[src/rtl/alu_seq_pkg.sv]
// Shared encodings for the sequential ALU core: unit codes, per-unit operations and FSM states.
package alu_seq_pkg;

    localparam logic [1:0] UNIT_ARI = 2'b00;
    localparam logic [1:0] UNIT_LOG = 2'b01;
    localparam logic [1:0] UNIT_CMP = 2'b10;
    localparam logic [1:0] UNIT_SHF = 2'b11;

    localparam logic [1:0] OP_ADD = 2'b00;
    localparam logic [1:0] OP_SUB = 2'b01;
    localparam logic [1:0] OP_MUL = 2'b10;
    localparam logic [1:0] OP_DIV = 2'b11;

    localparam logic [1:0] OP_AND  = 2'b00;
    localparam logic [1:0] OP_OR   = 2'b01;
    localparam logic [1:0] OP_NAND = 2'b10;
    localparam logic [1:0] OP_NOR  = 2'b11;

    localparam logic [1:0] OP_EQ = 2'b00;
    localparam logic [1:0] OP_GT = 2'b01;
    localparam logic [1:0] OP_LT = 2'b10;

    localparam logic [1:0] OP_SRA = 2'b00;
    localparam logic [1:0] OP_SLA = 2'b01;
    localparam logic [1:0] OP_SRB = 2'b10;
    localparam logic [1:0] OP_SLB = 2'b11;

    typedef enum logic {
        ST_IDLE = 1'b0,
        ST_BUSY = 1'b1
    } state_e;

endpackage

[src/rtl/alu_seq_muldiv.sv]
// Iterative shift-add multiplier and restoring divider, one step per cycle over WID cycles.
// Divider logic exists only when ALU_SEQ_DIV_EN is defined; otherwise DIV starts are ignored.
module alu_seq_muldiv
    import alu_seq_pkg::*;
#(
    parameter int WID = 16,
    parameter int CW  = 5
) (
    input  logic           clk,
    input  logic           rest,
    input  logic           start_i,
    input  logic [1:0]     op_i,
    input  logic [WID-1:0] a_i,
    input  logic [WID-1:0] b_i,
    output logic           done_o,
    output logic [WID-1:0] hi_o,
    output logic [WID-1:0] lo_o,
    output logic           div0_o
);

    logic           busy_q;
    logic           done_q;
    logic [CW-1:0]  cnt_q;
    logic [WID-1:0] hi_q, lo_q, b_q;
    logic [WID-1:0] hi_d, lo_d;
    logic [WID:0]   mul_sum;
    logic           go;

`ifdef ALU_SEQ_DIV_EN
    logic           is_div_q;
    logic           div0_q;
    logic [WID:0]   div_trial;
    assign go     = start_i && ((op_i == OP_MUL) || (op_i == OP_DIV));
    assign div0_o = div0_q;
`else
    assign go     = start_i && (op_i == OP_MUL);
    assign div0_o = 1'b0;
`endif

    // hi/lo double as accumulator/multiplier for MUL and remainder/quotient for DIV.
    always_comb begin
        mul_sum = {1'b0, hi_q} + (lo_q[0] ? {1'b0, b_q} : '0);
        hi_d    = mul_sum[WID:1];
        lo_d    = {mul_sum[0], lo_q[WID-1:1]};
`ifdef ALU_SEQ_DIV_EN
        div_trial = {hi_q, lo_q[WID-1]} - {1'b0, b_q};
        if (is_div_q) begin
            if (!div_trial[WID]) begin
                hi_d = div_trial[WID-1:0];
                lo_d = {lo_q[WID-2:0], 1'b1};
            end else begin
                hi_d = {hi_q[WID-2:0], lo_q[WID-1]};
                lo_d = {lo_q[WID-2:0], 1'b0};
            end
        end
`endif
    end

    always_ff @(posedge clk or posedge rest) begin
        if (rest) begin
            busy_q <= 1'b0;
            done_q <= 1'b0;
            cnt_q  <= '0;
            hi_q   <= '0;
            lo_q   <= '0;
            b_q    <= '0;
`ifdef ALU_SEQ_DIV_EN
            is_div_q <= 1'b0;
            div0_q   <= 1'b0;
`endif
        end else begin
            done_q <= 1'b0;
            if (go) begin
                busy_q <= 1'b1;
                cnt_q  <= '0;
                hi_q   <= '0;
                lo_q   <= a_i;
                b_q    <= b_i;
`ifdef ALU_SEQ_DIV_EN
                is_div_q <= (op_i == OP_DIV);
                div0_q   <= (op_i == OP_DIV) && (b_i == '0);
`endif
            end else if (busy_q) begin
                hi_q  <= hi_d;
                lo_q  <= lo_d;
                cnt_q <= cnt_q + CW'(1);
                if (cnt_q == CW'(WID - 1)) begin
                    busy_q <= 1'b0;
                    done_q <= 1'b1;
                end
            end
        end
    end

    assign done_o = done_q;
    assign hi_o   = hi_q;
    assign lo_o   = lo_q;

endmodule

[src/rtl/alu_seq_core.sv]
// Sequential ALU top: input/output valid-ready handshakes, IDLE/BUSY FSM and single-cycle units.
// Define ALU_SEQ_DIV_EN to build the iterative divider; otherwise DIV is a 1-cycle illegal-op marker.
module alu_seq_core
    import alu_seq_pkg::*;
#(
    parameter int WID = 16,
    parameter int CW  = 5
) (
    input  logic           clk,
    input  logic           rest,
    input  logic           in_valid,
    output logic           in_ready,
    input  logic [WID-1:0] A,
    input  logic [WID-1:0] B,
    input  logic [3:0]     alu_fun,
    output logic           out_valid,
    input  logic           out_ready,
    output logic [WID-1:0] result,
    output logic [WID-1:0] result_hi,
    output logic           carry_out,
    output logic           zero_flag,
    output logic           div0_flag,
    output logic [1:0]     unit_sel
);

    state_e         state_q;
    logic           out_valid_q, carry_q, zero_q, div0_q;
    logic [WID-1:0] result_q, hi_q;
    logic [1:0]     unit_q;

    logic [WID-1:0] sc_res, sc_hi;
    logic           sc_carry, sc_div0, is_multi;
    logic           accept;
    logic           md_done, md_div0;
    logic [WID-1:0] md_hi, md_lo;

    assign in_ready = (state_q == ST_IDLE) && (!out_valid_q || out_ready) && !rest;
    assign accept   = in_valid && in_ready;

    always_comb begin
        sc_res   = '0;
        sc_hi    = '0;
        sc_carry = 1'b0;
        sc_div0  = 1'b0;
        is_multi = 1'b0;
        case (alu_fun[3:2])
            UNIT_ARI: begin
                case (alu_fun[1:0])
                    OP_ADD:  {sc_carry, sc_res} = {1'b0, A} + {1'b0, B};
                    OP_SUB: begin
                        sc_res   = A - B;
                        sc_carry = (A < B);
                    end
                    OP_MUL:  is_multi = 1'b1;
`ifdef ALU_SEQ_DIV_EN
                    default: is_multi = 1'b1;
`else
                    default: sc_div0 = 1'b1;
`endif
                endcase
            end
            UNIT_LOG: begin
                case (alu_fun[1:0])
                    OP_AND:  sc_res = A & B;
                    OP_OR:   sc_res = A | B;
                    OP_NAND: sc_res = ~(A & B);
                    default: sc_res = ~(A | B);
                endcase
            end
            UNIT_CMP: begin
                case (alu_fun[1:0])
                    OP_EQ:   sc_res[0] = (A == B);
                    OP_GT:   sc_res[0] = (A > B);
                    OP_LT:   sc_res[0] = (A < B);
                    default: sc_res = '0;
                endcase
            end
            default: begin
                case (alu_fun[1:0])
                    OP_SRA:  sc_res = A >> 1;
                    OP_SLA:  sc_res = A << 1;
                    OP_SRB:  sc_res = B >> 1;
                    default: sc_res = B << 1;
                endcase
            end
        endcase
    end

    alu_seq_muldiv #(
        .WID (WID),
        .CW  (CW)
    ) u_muldiv (
        .clk     (clk),
        .rest    (rest),
        .start_i (accept && is_multi),
        .op_i    (alu_fun[1:0]),
        .a_i     (A),
        .b_i     (B),
        .done_o  (md_done),
        .hi_o    (md_hi),
        .lo_o    (md_lo),
        .div0_o  (md_div0)
    );

    // A drain and a new single-cycle load may coincide; the later load wins out_valid.
    always_ff @(posedge clk or posedge rest) begin
        if (rest) begin
            state_q     <= ST_IDLE;
            out_valid_q <= 1'b0;
            result_q    <= '0;
            hi_q        <= '0;
            carry_q     <= 1'b0;
            zero_q      <= 1'b0;
            div0_q      <= 1'b0;
            unit_q      <= '0;
        end else begin
            if (out_valid_q && out_ready)
                out_valid_q <= 1'b0;
            case (state_q)
                ST_IDLE: begin
                    if (accept) begin
                        if (is_multi) begin
                            state_q <= ST_BUSY;
                        end else begin
                            out_valid_q <= 1'b1;
                            result_q    <= sc_res;
                            hi_q        <= sc_hi;
                            carry_q     <= sc_carry;
                            zero_q      <= (sc_res == '0);
                            div0_q      <= sc_div0;
                            unit_q      <= alu_fun[3:2];
                        end
                    end
                end
                ST_BUSY: begin
                    if (md_done) begin
                        state_q     <= ST_IDLE;
                        out_valid_q <= 1'b1;
                        result_q    <= md_lo;
                        hi_q        <= md_hi;
                        carry_q     <= 1'b0;
                        zero_q      <= (md_lo == '0);
                        div0_q      <= md_div0;
                        unit_q      <= UNIT_ARI;
                    end
                end
                default: state_q <= ST_IDLE;
            endcase
        end
    end

    assign out_valid = out_valid_q;
    assign result    = result_q;
    assign result_hi = hi_q;
    assign carry_out = carry_q;
    assign zero_flag = zero_q;
    assign div0_flag = div0_q;
    assign unit_sel  = unit_q;

endmodule

[config.mk]
export PLATFORM = sky130hd
export DESIGN_NAME = alu_seq_core
export DESIGN_NICKNAME = d
export VERILOG_FILES = /design/src/rtl/alu_seq_pkg.sv /design/src/rtl/alu_seq_muldiv.sv /design/src/rtl/alu_seq_core.sv
export SDC_FILE = /design/constraint.sdc
export NUM_CORES = 1
export LEC_CHECK = 0
export BUFFER_PORTS_ARGS = -buffer_cell sky130_fd_sc_hd__clkbuf_2
export CAP_MARGIN = 40
export CORE_ASPECT_RATIO = 0.9
export CORE_UTILIZATION = 60
export DETAILED_ROUTE_END_ITERATION = 10
export PLACE_DENSITY = 0.86
export SLEW_MARGIN = 20
export SYNTH_ARGS = -nofsm -noshare
export SYNTH_HDL_FRONTEND = slang
export SYNTH_SLANG_ARGS = --single-unit
[constraint.sdc]
create_clock -name clk -period 3.6 [get_ports clk]
set_input_delay 0.9 -clock clk [delete_from_list [all_inputs] [get_ports clk]]
set_output_delay 0.9 -clock clk [all_outputs]
set_load 0.05 [all_outputs]
After elaboration in Yosys (flattened, before gate mapping). Index checks and enable logic that the tools add are counted.

Bits in read-only memories: 0. Input bits: 40. Memories: 0. Output and inout port bits: 39. Bits in latches: 0. Memory bits (writable): 0. Bits in registers: 94. Word-level logic and storage cells: 106.

Eq/ne operators: 9. Multipliers: 0. Add/subtract/negate cells: 4. Divide/modulo/power cells: 0. Shift operators: 0. Muxes and demuxes: 56. Bitwise logic cells: 5. $lt $le $gt $ge: 2. Reduce and logical (&&, ||, !) cells: 16.

Operators by type and width (count): 16-bit 2-to-1 mux (11); 16-bit one-hot mux with 3 select lines (3); 16-bit one-hot mux with 2 select lines (3); 16-bit logical NOT (2); 16-bit NOT (2); 1-bit 2-to-1 mux (26); 16-bit by 16-bit adder with 17-bit output (1); 16-bit by 17-bit adder with 17-bit output (1); 16-bit AND (1); 16-bit equality test (1); 16-bit greater-than comparator (1); 16-bit less-than comparator (1); 16-bit OR (1); 16-bit subtractor (1); 1-bit one-hot mux with 2 select lines (6); 5-bit 2-to-1 mux (2); 1-bit logical AND (6); 2-bit 2-to-1 mux (3); 5-bit by 1-bit adder with 5-bit output, second input constant (1); 5-bit by 4-bit equality test with 1-bit output, second input constant (1); 2-bit by 1-bit equality test with 1-bit output, second input constant (2); 2-bit equality test, second input constant (2); 2-bit logical NOT (2); 2-bit inequality test, second input constant (2); 9 further kinds (10).

Longest topological paths before layout. Gate-level depths: netlist (run 1).

Word-level depth: 8. Gate-level depth with buffers: 15. Gate-level depth less buffers: 14.

Cells and area by module. A second synthesis (run 1) with hierarchy kept.

Cells, all modules: 1010. Area, all modules: 8241.7 um^2.

Modules (own cells, without submodules): alu_seq_core (times used 1, sequential area each 975.9 um^2, area each 5086.1 um^2, cells an instance 655); alu_seq_muldiv (times used 1, sequential area each 1376.3 um^2, area each 3155.5 um^2, cells an instance 355).

Worst setup path after synthesis (run 1). No wires, ideal clock.

Path kind: input -> register. Start: input A[0]. End: register zero_q, in the netlist zero_flag. Arrival time: 3.555 ns. Path slack: -0.059 ns. Library setup time: 0.103 ns. Data required time: 3.497 ns. Cell stages on the path: 12. Path buffers: 0. Cells stage by stage: ha_1 -> fa_1 -> a211oi_1 -> o21ai_0 -> a211o_1 -> o311ai_0 -> xnor2_1 -> o21ai_0 -> nor4_2 -> nand4_1 -> or4b_1 -> o41ai_2.

Word-level cells in the longest chain between the ends: 8. Elaborated cells on any way between the ends: 18. Classes of those cells: add/sub: 2; order compare: 2; eq/ne: 1; mux: 8; bitwise: 4; reduce/logical: 1.

Ends and longest elaborated chain: start, declared (RTL line alu_seq_core.sv:13) `input logic [WID-1:0] A,`; parallel branches: the longest is 3 deep, another holds 16-bit subtractor; 16-bit one-hot mux with 3 select lines (*) (RTL line alu_seq_core.sv:46) `case (alu_fun[3:2])`; 16-bit logical NOT (*) (RTL line alu_seq_core.sv:129) `zero_q <= (sc_res == '0);`; 1-bit 2-to-1 mux (*) (RTL line alu_seq_core.sv:122) `if (is_multi) begin`; 1-bit 2-to-1 mux (*) (RTL line alu_seq_core.sv:121) `if (accept) begin`; 1-bit one-hot mux with 2 select lines (*) (RTL line alu_seq_core.sv:119) `case (state_q)`; end signal, assigned (RTL line alu_seq_core.sv:129); end signal, assigned (RTL line alu_seq_core.sv:142) `zero_q <= (md_lo == '0);`; end, declared (RTL line alu_seq_core.sv:27) `logic out_valid_q, carry_q, zero_q, div0_q;`.

Every way passes the cells marked *. The select of a mux whose other input is x is not followed. A chain may end at the register's enable or synchronous reset.

Worst setup path in the final report (run 1).
Start: input A[1]. End: register zero_q, in the netlist zero_flag.

The elaborated chain is that of the path after synthesis.

==> flow_metrics.py, run 1 <==
metrics = {
    "outcome": {
        "outcome": "finished, violations left",
        "violations": "setup timing",
    },
    "floorplan": {
        "fp.dieH_microns": 109,
        "die-width_microns": 121,
        "initial_core_utilization": 0.625,
        "fp.dieArea_sq_mm": 0.0132,
        "fp.coreArea_sq_mm": 0.0122,
        "io_pins": 79,
        "std_cell_rows": 38,
    },
    "setup_path": {
        "timing.critical_path.cells": "clkbuf_2 -> inv_2 -> ha_4 -> or2_1 -> a221oi_2 -> o21bai_1 -> a31oi_1 -> xnor2_1 -> a22o_1 -> nor4_2 -> nand4_1 -> or4b_4 -> o41ai_2",
        "reg2reg_slack_ns": 0.23,
        "crit_required_ns": 3.85,
        "timing.critical_path.fanout_max": 5,
        "startpoint_type": "primary input",
        "slowest_stage": "sky130_fd_sc_hd__or4b_4",
        "reg2reg_from": "u_muldiv.lo_o[0]",
        "cp_top_delay_family": "compound AO/OA/AOI/OAI gates",
        "worstPathBufferInverterCount": 2,
        "worstSetupStartpoint": "A[1]",
        "crit_path_end_kind": "flip-flop",
        "critical-path-max-stage-delay_ns": 0.49,
        "crit_type": "in2reg",
        "cp_data_arrival_time_ns": 3.86,
    },
    "sta": {
        "fmax_mhz": 277,
        "pnr_worst_setup_slack_ns": -0.0122,
        "report.final.slew_viol_count": 0,
        "tightest_slew_ns": 0.969,
        "setup-violations-final": 1,
        "setup_total_negative_slack_ns": -0.0122,
        "final.min_clock_period_ns": 3.61,
        "finClkSkew_ns": 0.00725,
        "maxSlewHeadroom": 0.350,
        "finalHoldViolations": 0,
        "timing.final.crit_share": 1.00,
        "grt_setup_unrepaired": "yes",
    },
    "route": {
        "first_pass_iters": 5,
        "drc": 0,
        "route.antenna.remaining_nets": 0,
        "dr_total_vias": 7674,
        "first_iter_violations": 997,
        "total_length_of_routed_wires_microns": 24400,
        "wire_per_inst_microns": 20.1,
        "drt_via_density": 6.33,
    },
    "cells_and_area": {
        "final_net_count": 1159,
        "antenna_cells_inserted": 0,
        "finish.utilization": 0.769,
        "layout_overhead_on_the_synthesized_area_pct": 23.0,
        "layout-drive-gt1-share": 0.256,
    },
    "clock_tree": {
        "cts-htree-levels": 3,
        "worst_setup_hold_path_clk_slew_ns": 0.07,
        "numCtsBuffers": 9,
        "cts_tree": "built",
        "cts.path.max_buffers": 2,
        "source_to_sink_clock_delay_at_the_later_pin_of_the_worst_skew_pair_ns": 0.35,
        "clock_tree.root_cell": "sky130_fd_sc_hd__clkbuf_16",
        "tritoncts_num_sinks": 94,
    },
    "global_route": {
        "number_of_global_route_vias_before_repair": 7277,
        "gr-usage-all-layers": 0.371,
        "grt-ovfl-total": 0,
        "grt_start_max_net_pins": 54,
        "antenna_violations_before_repair": 0,
        "grt_first_pass_wirelength_microns": 37700,
    },
    "synthesis": {
        "mappedNetlistArea_sq_mm": 0.00763,
        "ys_async_sr_fraction": 1.00,
        "synthDistinctLibCells": 66,
        "synth_top_cells_by_count": "sky130_fd_sc_hd__nand2_1, sky130_fd_sc_hd__o21ai_0, sky130_fd_sc_hd__dfrtp_1",
        "synth_ff_type": "sky130_fd_sc_hd__dfrtp_1",
        "yosys.area.top_type": "sky130_fd_sc_hd__dfrtp_1",
        "synth.top_cells.by_area": "sky130_fd_sc_hd__dfrtp_1, sky130_fd_sc_hd__ha_1, sky130_fd_sc_hd__o21ai_0",
        "yosysMostFrequentCell": "sky130_fd_sc_hd__nand2_1",
        "synth_seq_area_share": 0.308,
        "synth_warn": 0,
        "synth_top_cell_area_share": 0.308,
        "synth-edff-count": 0,
        "syn_avg_cell_area_sq_um": 8.55,
        "synth_nets": 1004,
        "total_of_flip_flops_plus_latches_after_synthesis": 94,
        "postSynthCellCount": 893,
    },
    "power_and_ir_drop": {
        "total_power_w": 0.00588,
        "vdd_drop_max_mv": 0.378,
        "static-leakage-power_nw": 4.54,
        "pwrdens_mw_per_mm2": 626,
    },
    "placement": {
        "hpwl_after_detailed_placement_microns": 17400,
        "pre_cts_ws_ns": -0.380,
        "portBuffers": 78,
        "routability_driven_placement_congestion_ratio": 1.02,
    },
    "job": {
        "maxCapViolations": 0,
    },
    "hold_path": {
        "holdCritStartpoint": "u_muldiv.b_q[4]",
        "hold_path.class": "reg2reg",
    },
}
## cells by family after synthesis
group	Yosys count	synth area share
buffers and inverters	110	0.0639
AND/OR/NAND/NOR	276	0.168
flip-flops	94	0.308
XOR/XNOR	44	0.0505
adder cells (fa/ha/maj)	71	0.119
multiplexers	51	0.0898
AO/OA/AOI/OAI	247	0.200
## power breakdown
| part | internal [W] | switching (W) | leakage [nW] |
|---|---|---|---|
| registers | 0.00149 | 0.000437 | 1.21 |
| clock network | 0.000633 | 0.000429 | 0.163 |
| logic | 0.00102 | 0.00187 | 3.17 |
| total | 0.00314 | 0.00274 | 4.54 |
## stage by stage
stage / cells / hold WS, ns / instance area [sq um]
2_1_floorplan: 893 / 0.442 / 7640
3_3_place_gp: 1192 / 0.458 / 8830
3_5_place_dp: 1192 / 0.467 / 8830
4_1_cts: 1208 / 0.482 / 9160
5_1_grt: 1213 / 0.503 / 9390
6_report: 1213 / 0.479 / 9390
## flip-flops by register name, indices dropped and copies added, names as in the netlist
| signal | count |
|---|---|
| u_muldiv.hi_o | 16 |
| out_valid | 1 |
| u_muldiv.b_q | 16 |
| u_muldiv.lo_o | 16 |
| div0_flag | 1 |
| zero_flag | 1 |
| carry_out | 1 |
| u_muldiv.busy_q | 1 |
| unit_sel | 2 |
| result | 16 |
| u_muldiv.cnt_q | 5 |
| u_muldiv.done_o | 1 |
| state_q | 1 |
| result_hi | 16 |
## area by class of cell
cell class | count | area [sq um]
clock buffer | 10 | 239
clock inverter | 6 | 91.3
fill | 811 | 2830
inverter | 59 | 223
multi-input combinational | 689 | 4970
sequential | 94 | 2350
tap | 160 | 200
timing repair buffer | 195 | 1320
## worst min-delay path, stage by stage (launching register included)
cell                      delay, ns
sky130_fd_sc_hd__dfrtp_1       0.34
sky130_fd_sc_hd__nand2_1       0.05
sky130_fd_sc_hd__o21ai_0       0.06
## per-layer routing
metal / track usage / routed length, microns / vias to the layer above / part of all wire
met2: 0.566 / 10900 / 518 / 0.45
met5: 0 / 0 / - / 0
met3: 0.0816 / 2590 / 95 / 0.11
met1: 0.515 / 9950 / 3601 / 0.41
li1: - / - / 3460 / -
met4: 0.140 / 942 / 0 / 0.039
## layout by cell type (no fill, tap or decap), types with 5 or more instances in the layout
cell type                   count
sky130_fd_sc_hd__a211oi_1       6
sky130_fd_sc_hd__a21o_1         6
sky130_fd_sc_hd__a21oi_1       53
sky130_fd_sc_hd__a22oi_1        5
sky130_fd_sc_hd__a31oi_1        6
sky130_fd_sc_hd__and2_1        18
sky130_fd_sc_hd__and3_1         9
sky130_fd_sc_hd__buf_4        114
sky130_fd_sc_hd__clkbuf_16      9
sky130_fd_sc_hd__clkbuf_2      76
sky130_fd_sc_hd__dfrtp_1       92
sky130_fd_sc_hd__ha_1          61
sky130_fd_sc_hd__inv_1         56
sky130_fd_sc_hd__mux2i_1       37
sky130_fd_sc_hd__mux4_2        14
sky130_fd_sc_hd__nand2_1      113
sky130_fd_sc_hd__nand2b_1       7
sky130_fd_sc_hd__nand3_1        9
sky130_fd_sc_hd__nand4_1        6
sky130_fd_sc_hd__nor2_1        66
sky130_fd_sc_hd__nor2b_1        9
sky130_fd_sc_hd__nor3_1        10
sky130_fd_sc_hd__nor4_1         8
sky130_fd_sc_hd__o211ai_1      14
sky130_fd_sc_hd__o21ai_0       91
sky130_fd_sc_hd__o21ai_1        7
sky130_fd_sc_hd__o22ai_1        7
sky130_fd_sc_hd__o311ai_0       5
sky130_fd_sc_hd__xnor2_1       29
sky130_fd_sc_hd__xor2_1        15
## timing repair
| action | CTS | global route |
|---|---|---|
| endpoints found under the setup margin | 1 | 6 |
| pin swaps | 1 | 25 |
| buffers inserted | 0 | 4 |
| hold buffers | 0 | 0 |
| gates cloned | 0 | 0 |
| gates resized for setup | 0 | 44 |
## final timing paths
check | end | cells after the start
hold / removal | u_muldiv.b_q[4] | 2
setup / recovery | zero_flag | 13
setup reg to reg | u_muldiv.hi_o[15] | 14
hold reg to reg | u_muldiv.b_q[4] | 2
max in group asynchronous | result_hi[6] | 4
min in group asynchronous | result_hi[8] | 2
Power figures use the tool's default switching activity.
==> run 2, diff against run 1 <==
--- a/config.mk
+++ b/config.mk
@@ -5,6 +5,7 @@
 export SDC_FILE = /design/constraint.sdc
 export NUM_CORES = 1
 export LEC_CHECK = 0
+export ABC_AREA = 1
 export BUFFER_PORTS_ARGS = -buffer_cell sky130_fd_sc_hd__clkbuf_2
 export CAP_MARGIN = 40
 export CORE_ASPECT_RATIO = 0.9
==> run 2 against run 1 <==
Effect of this change: the flow now finishes without violations; register-to-register slack better by 0.29 ns; sequential power fell by 13%; cell count is 18% higher; maximum frequency increased by 14%; die area increased by 5.5%; synthesized cell count grew 35%; combinational power fell by 22%; power decreased by 17%; via count is 11% higher; clock power shrank 11%; non-clock buffer count shrank 95; synthesized area rose by 5.6%; critical path type unchanged; highest routed layer unchanged.
==> flow_metrics.py, run 2 <==
metrics = {
    "cells_and_area": {
        "seq_area_sq_mm": 0.00235,
        "multi_input_comb_area_sq_mm": 0.00479,
        "final_area_sq_mm": 0.00888,
        "mostFrequentLayoutCells": "sky130_fd_sc_hd__nand2_1, sky130_fd_sc_hd__inv_1, sky130_fd_sc_hd__o21ai_0, sky130_fd_sc_hd__dfrtp_1, sky130_fd_sc_hd__nand3_1",
        "num-fill-cells": 1117,
        "final_net_count": 1380,
        "layout_overhead_on_the_synthesized_area_pct": 10.1,
        "layout-drive-gt1-share": 0.123,
        "antenna_cells_inserted": 0,
        "mostFrequentLayoutCell": "sky130_fd_sc_hd__nand2_1",
    },
    "route": {
        "first_pass_iters": 6,
        "met3_wirelength_microns": 3100,
        "first_iter_violations": 1084,
        "drc": 0,
        "met2_length_microns": 10700,
        "dr_total_vias": 8550,
        "drt_via_density": 5.95,
        "wire_per_inst_microns": 17.7,
        "route.antenna.remaining_nets": 0,
        "wirelength_met1_microns": 11000,
        "total_length_of_routed_wires_microns": 25500,
        "topRoutingLayerUsed": "met4",
    },
    "synthesis": {
        "synth_top_cells_by_count": "sky130_fd_sc_hd__nand2_1, sky130_fd_sc_hd__inv_1, sky130_fd_sc_hd__o21ai_0",
        "synth_top_cell_area_share": 0.292,
        "yosysMostFrequentCell": "sky130_fd_sc_hd__nand2_1",
        "mappedNetlistArea_sq_mm": 0.00806,
        "synth_compound_area_frac": 0.192,
        "synth_fa_ha_area_frac": 0.113,
        "yosys.area.top_type": "sky130_fd_sc_hd__dfrtp_1",
        "syn_avg_cell_area_sq_um": 6.70,
        "synth_nets": 1314,
        "synth-edff-count": 0,
        "synth_top_family_by_area": "simple AND/OR/NAND/NOR gates",
        "synthXorXnorAreaFrac": 0.00760,
        "synth_warn": 0,
        "total_of_flip_flops_plus_latches_after_synthesis": 94,
        "yosys-mux-area-fraction": 0,
        "synth.top_cells.by_area": "sky130_fd_sc_hd__dfrtp_1, sky130_fd_sc_hd__nand2_1, sky130_fd_sc_hd__ha_1",
        "ys_async_sr_fraction": 1.00,
        "synthDistinctLibCells": 50,
        "synth_ff_type": "sky130_fd_sc_hd__dfrtp_1",
        "postSynthCellCount": 1203,
        "synth_seq_area_share": 0.292,
        "yosys.area_share.simple": 0.280,
    },
    "clock_tree": {
        "numCtsBuffers": 9,
        "cts.path.max_buffers": 2,
        "count_of_cells_resized_by_post_cts_repair": 0,
        "cts-htree-levels": 3,
        "source_to_sink_clock_delay_at_the_later_pin_of_the_worst_skew_pair_ns": 0.35,
        "cts_tree": "built",
        "worst_setup_hold_path_clk_slew_ns": 0.06,
        "tritoncts_num_sinks": 94,
        "clock_tree.root_cell": "sky130_fd_sc_hd__clkbuf_16",
        "cts_post_setup_buffers_inserted": 0,
        "cts_hold_repair.buffers": 0,
    },
    "placement": {
        "portBuffers": 78,
        "hpwl_after_detailed_placement_microns": 19700,
        "post_dp_cell_area_sq_mm": 0.00857,
        "routability_driven_placement_congestion_ratio": 0.986,
        "pre_cts_ws_ns": 0.209,
    },
    "setup_path": {
        "critical_register_to_register_path_endpoint": "u_muldiv.hi_o[15]",
        "timing.critical_path.cells": "clkbuf_2 -> inv_1 -> ha_1 -> inv_1 -> fa_1 -> nand2_2 -> nand2_2 -> nand3_1 -> nand2_1 -> nand2_1 -> nand2_1 -> nand2_1 -> nand3_1 -> nand2_1 -> nand2_1 -> nand2_1 -> nand3_1 -> nor2_1 -> nand3_1 -> a21oi_1",
        "cp_top_delay_family": "simple AND/OR/NAND/NOR gates",
        "timing.critical_path.fanout_max": 4,
        "slowest_stage": "sky130_fd_sc_hd__fa_1",
        "worstPathBufferInverterCount": 3,
        "critical-path-max-stage-delay_ns": 0.40,
        "reg2reg_from": "u_muldiv.lo_o[0]",
        "cp_data_arrival_time_ns": 3.43,
        "reg2reg_depth": 14,
        "crit_path_end_kind": "flip-flop",
        "crit_type": "in2reg",
        "crit_required_ns": 3.87,
        "reg2reg_slack_ns": 0.52,
        "startpoint_type": "primary input",
        "path_common_cell": "sky130_fd_sc_hd__nand2_1",
        "worstSetupStartpoint": "A[0]",
    },
    "sta": {
        "timing.final.crit_share": 0.878,
        "maxSlewHeadroom": 0.516,
        "pnr_worst_setup_slack_ns": 0.439,
        "fmax_mhz": 316,
        "setup-violations-final": 0,
        "tightest_slew_ns": 0.720,
        "final.min_clock_period_ns": 3.16,
        "finClkSkew_ns": 0.00851,
        "grt_setup_unrepaired": "no",
        "setup_total_negative_slack_ns": 0,
        "finalHoldViolations": 0,
        "report.final.slew_viol_count": 0,
    },
    "floorplan": {
        "initial_core_utilization": 0.626,
        "fp.dieArea_sq_mm": 0.0139,
        "die-width_microns": 124,
        "fp.dieH_microns": 112,
        "std_cell_rows": 39,
        "fp.coreArea_sq_mm": 0.0129,
        "io_pins": 79,
    },
    "power_and_ir_drop": {
        "pwrdens_mw_per_mm2": 546,
        "power_share_of_the_combinational_group": 0.462,
        "p_clk_frac": 0.195,
        "cellInternalPower_w": 0.00258,
        "p_sw_w": 0.00227,
        "static-leakage-power_nw": 4.79,
        "vdd_drop_max_mv": 0.427,
        "sequentialPowerShare": 0.344,
        "netSwitchingFraction": 0.468,
    },
    "global_route": {
        "grt_first_pass_wirelength_microns": 41100,
        "grt_start_max_net_pins": 52,
        "antenna_violations_before_repair": 0,
        "number_of_global_route_vias_before_repair": 7848,
        "gr-usage-all-layers": 0.375,
        "grt-ovfl-total": 0,
    },
    "hold_path": {
        "hold_path.class": "in2async",
    },
    "outcome": {
        "outcome": "finished, final reports clean",
    },
    "job": {
        "maxCapViolations": 0,
    },
}
[run 2: cell count changes after synthesis, moves of 25 or more]
| cell | previous run | this run |
|---|---|---|
| sky130_fd_sc_hd__inv_1 | 59 | 157 |
| sky130_fd_sc_hd__mux2i_1 | 37 | 0 |
| sky130_fd_sc_hd__nand2_1 | 113 | 326 |
| sky130_fd_sc_hd__nand3_1 | 9 | 88 |
| sky130_fd_sc_hd__o21ai_1 | 0 | 25 |
| sky130_fd_sc_hd__xnor2_1 | 29 | 2 |
[run 2: cell families (layout without fill, tap and decap cells)]
family	Yosys count	in the layout
buffers and inverters	220	290
AND/OR/NAND/NOR	538	538
adder cells (fa/ha/maj)	71	71
flip-flops	94	94
AO/OA/AOI/OAI	273	273
XOR/XNOR	7	7
[run 2: stage by stage]
| step | utilization | instances | power [W] | hold WS (ns) |
|---|---|---|---|---|
| floorplan | - | 1203 | 0.00319 | 0.453 |
| global placement | 0.665 | 1421 | 0.00378 | 0.458 |
| detailed placement | 0.665 | 1421 | 0.00384 | 0.464 |
| CTS | 0.688 | 1436 | 0.00479 | 0.482 |
| global route | 0.689 | 1437 | 0.00514 | 0.395 |
| finish | 0.689 | 1437 | 0.00485 | 0.397 |
[run 2: metal layers]
metal  GRT usage  vias up
met5           0        -
met4       0.120        0
met3       0.102       62
met2       0.542      547
met1       0.542     3867
li1            -     4074
[run 2: worst register-to-register path: stages (launching register included)]
cell and delay, ns:
sky130_fd_sc_hd__dfrtp_1 0.78, sky130_fd_sc_hd__nand2_1 0.10, sky130_fd_sc_hd__inv_1 0.08, sky130_fd_sc_hd__ha_1 0.17, sky130_fd_sc_hd__inv_1 0.06, sky130_fd_sc_hd__fa_1 0.39
sky130_fd_sc_hd__o21ai_1 0.20, sky130_fd_sc_hd__nand2_1 0.09, sky130_fd_sc_hd__nand2_1 0.07, sky130_fd_sc_hd__a21oi_1 0.13, sky130_fd_sc_hd__o21ai_0 0.31, sky130_fd_sc_hd__nand2_1 0.13
sky130_fd_sc_hd__a21boi_0 0.23, sky130_fd_sc_hd__o21ai_0 0.13, sky130_fd_sc_hd__o21ai_0 0.12
[run 2: area by class of cell]
class,count,area share
Sequential cell,94,0.265
Inverter,175,0.0747
Clock inverter,4,0.00535
Clock buffer,11,0.0273
Timing Repair Buffer,100,0.0654
Tap cell,164,0.0231
Multi-Input combinational cell,889,0.539
[run 2: power by group through the flow]
stage	combinational [W]	clock (W)	sequential [W]
2_1_floorplan	0.00122	0	0.00196
3_3_place_gp	0.00212	0	0.00166
3_5_place_dp	0.00217	0	0.00166
4_1_cts	0.00219	0.000947	0.00165
5_1_grt	0.00245	0.00100	0.00169
6_report	0.00224	0.000945	0.00167
[run 2: worst max-delay path by stage]
stage                endpoint  slack, ns  cells past startpoint
floorplan           carry_out       0.25                      1
global placement    zero_flag       0.20                     20
detailed placement  zero_flag       0.21                     20
CTS                 zero_flag       0.55                     20
global route        zero_flag       0.27                     20
finish              zero_flag       0.44                     20
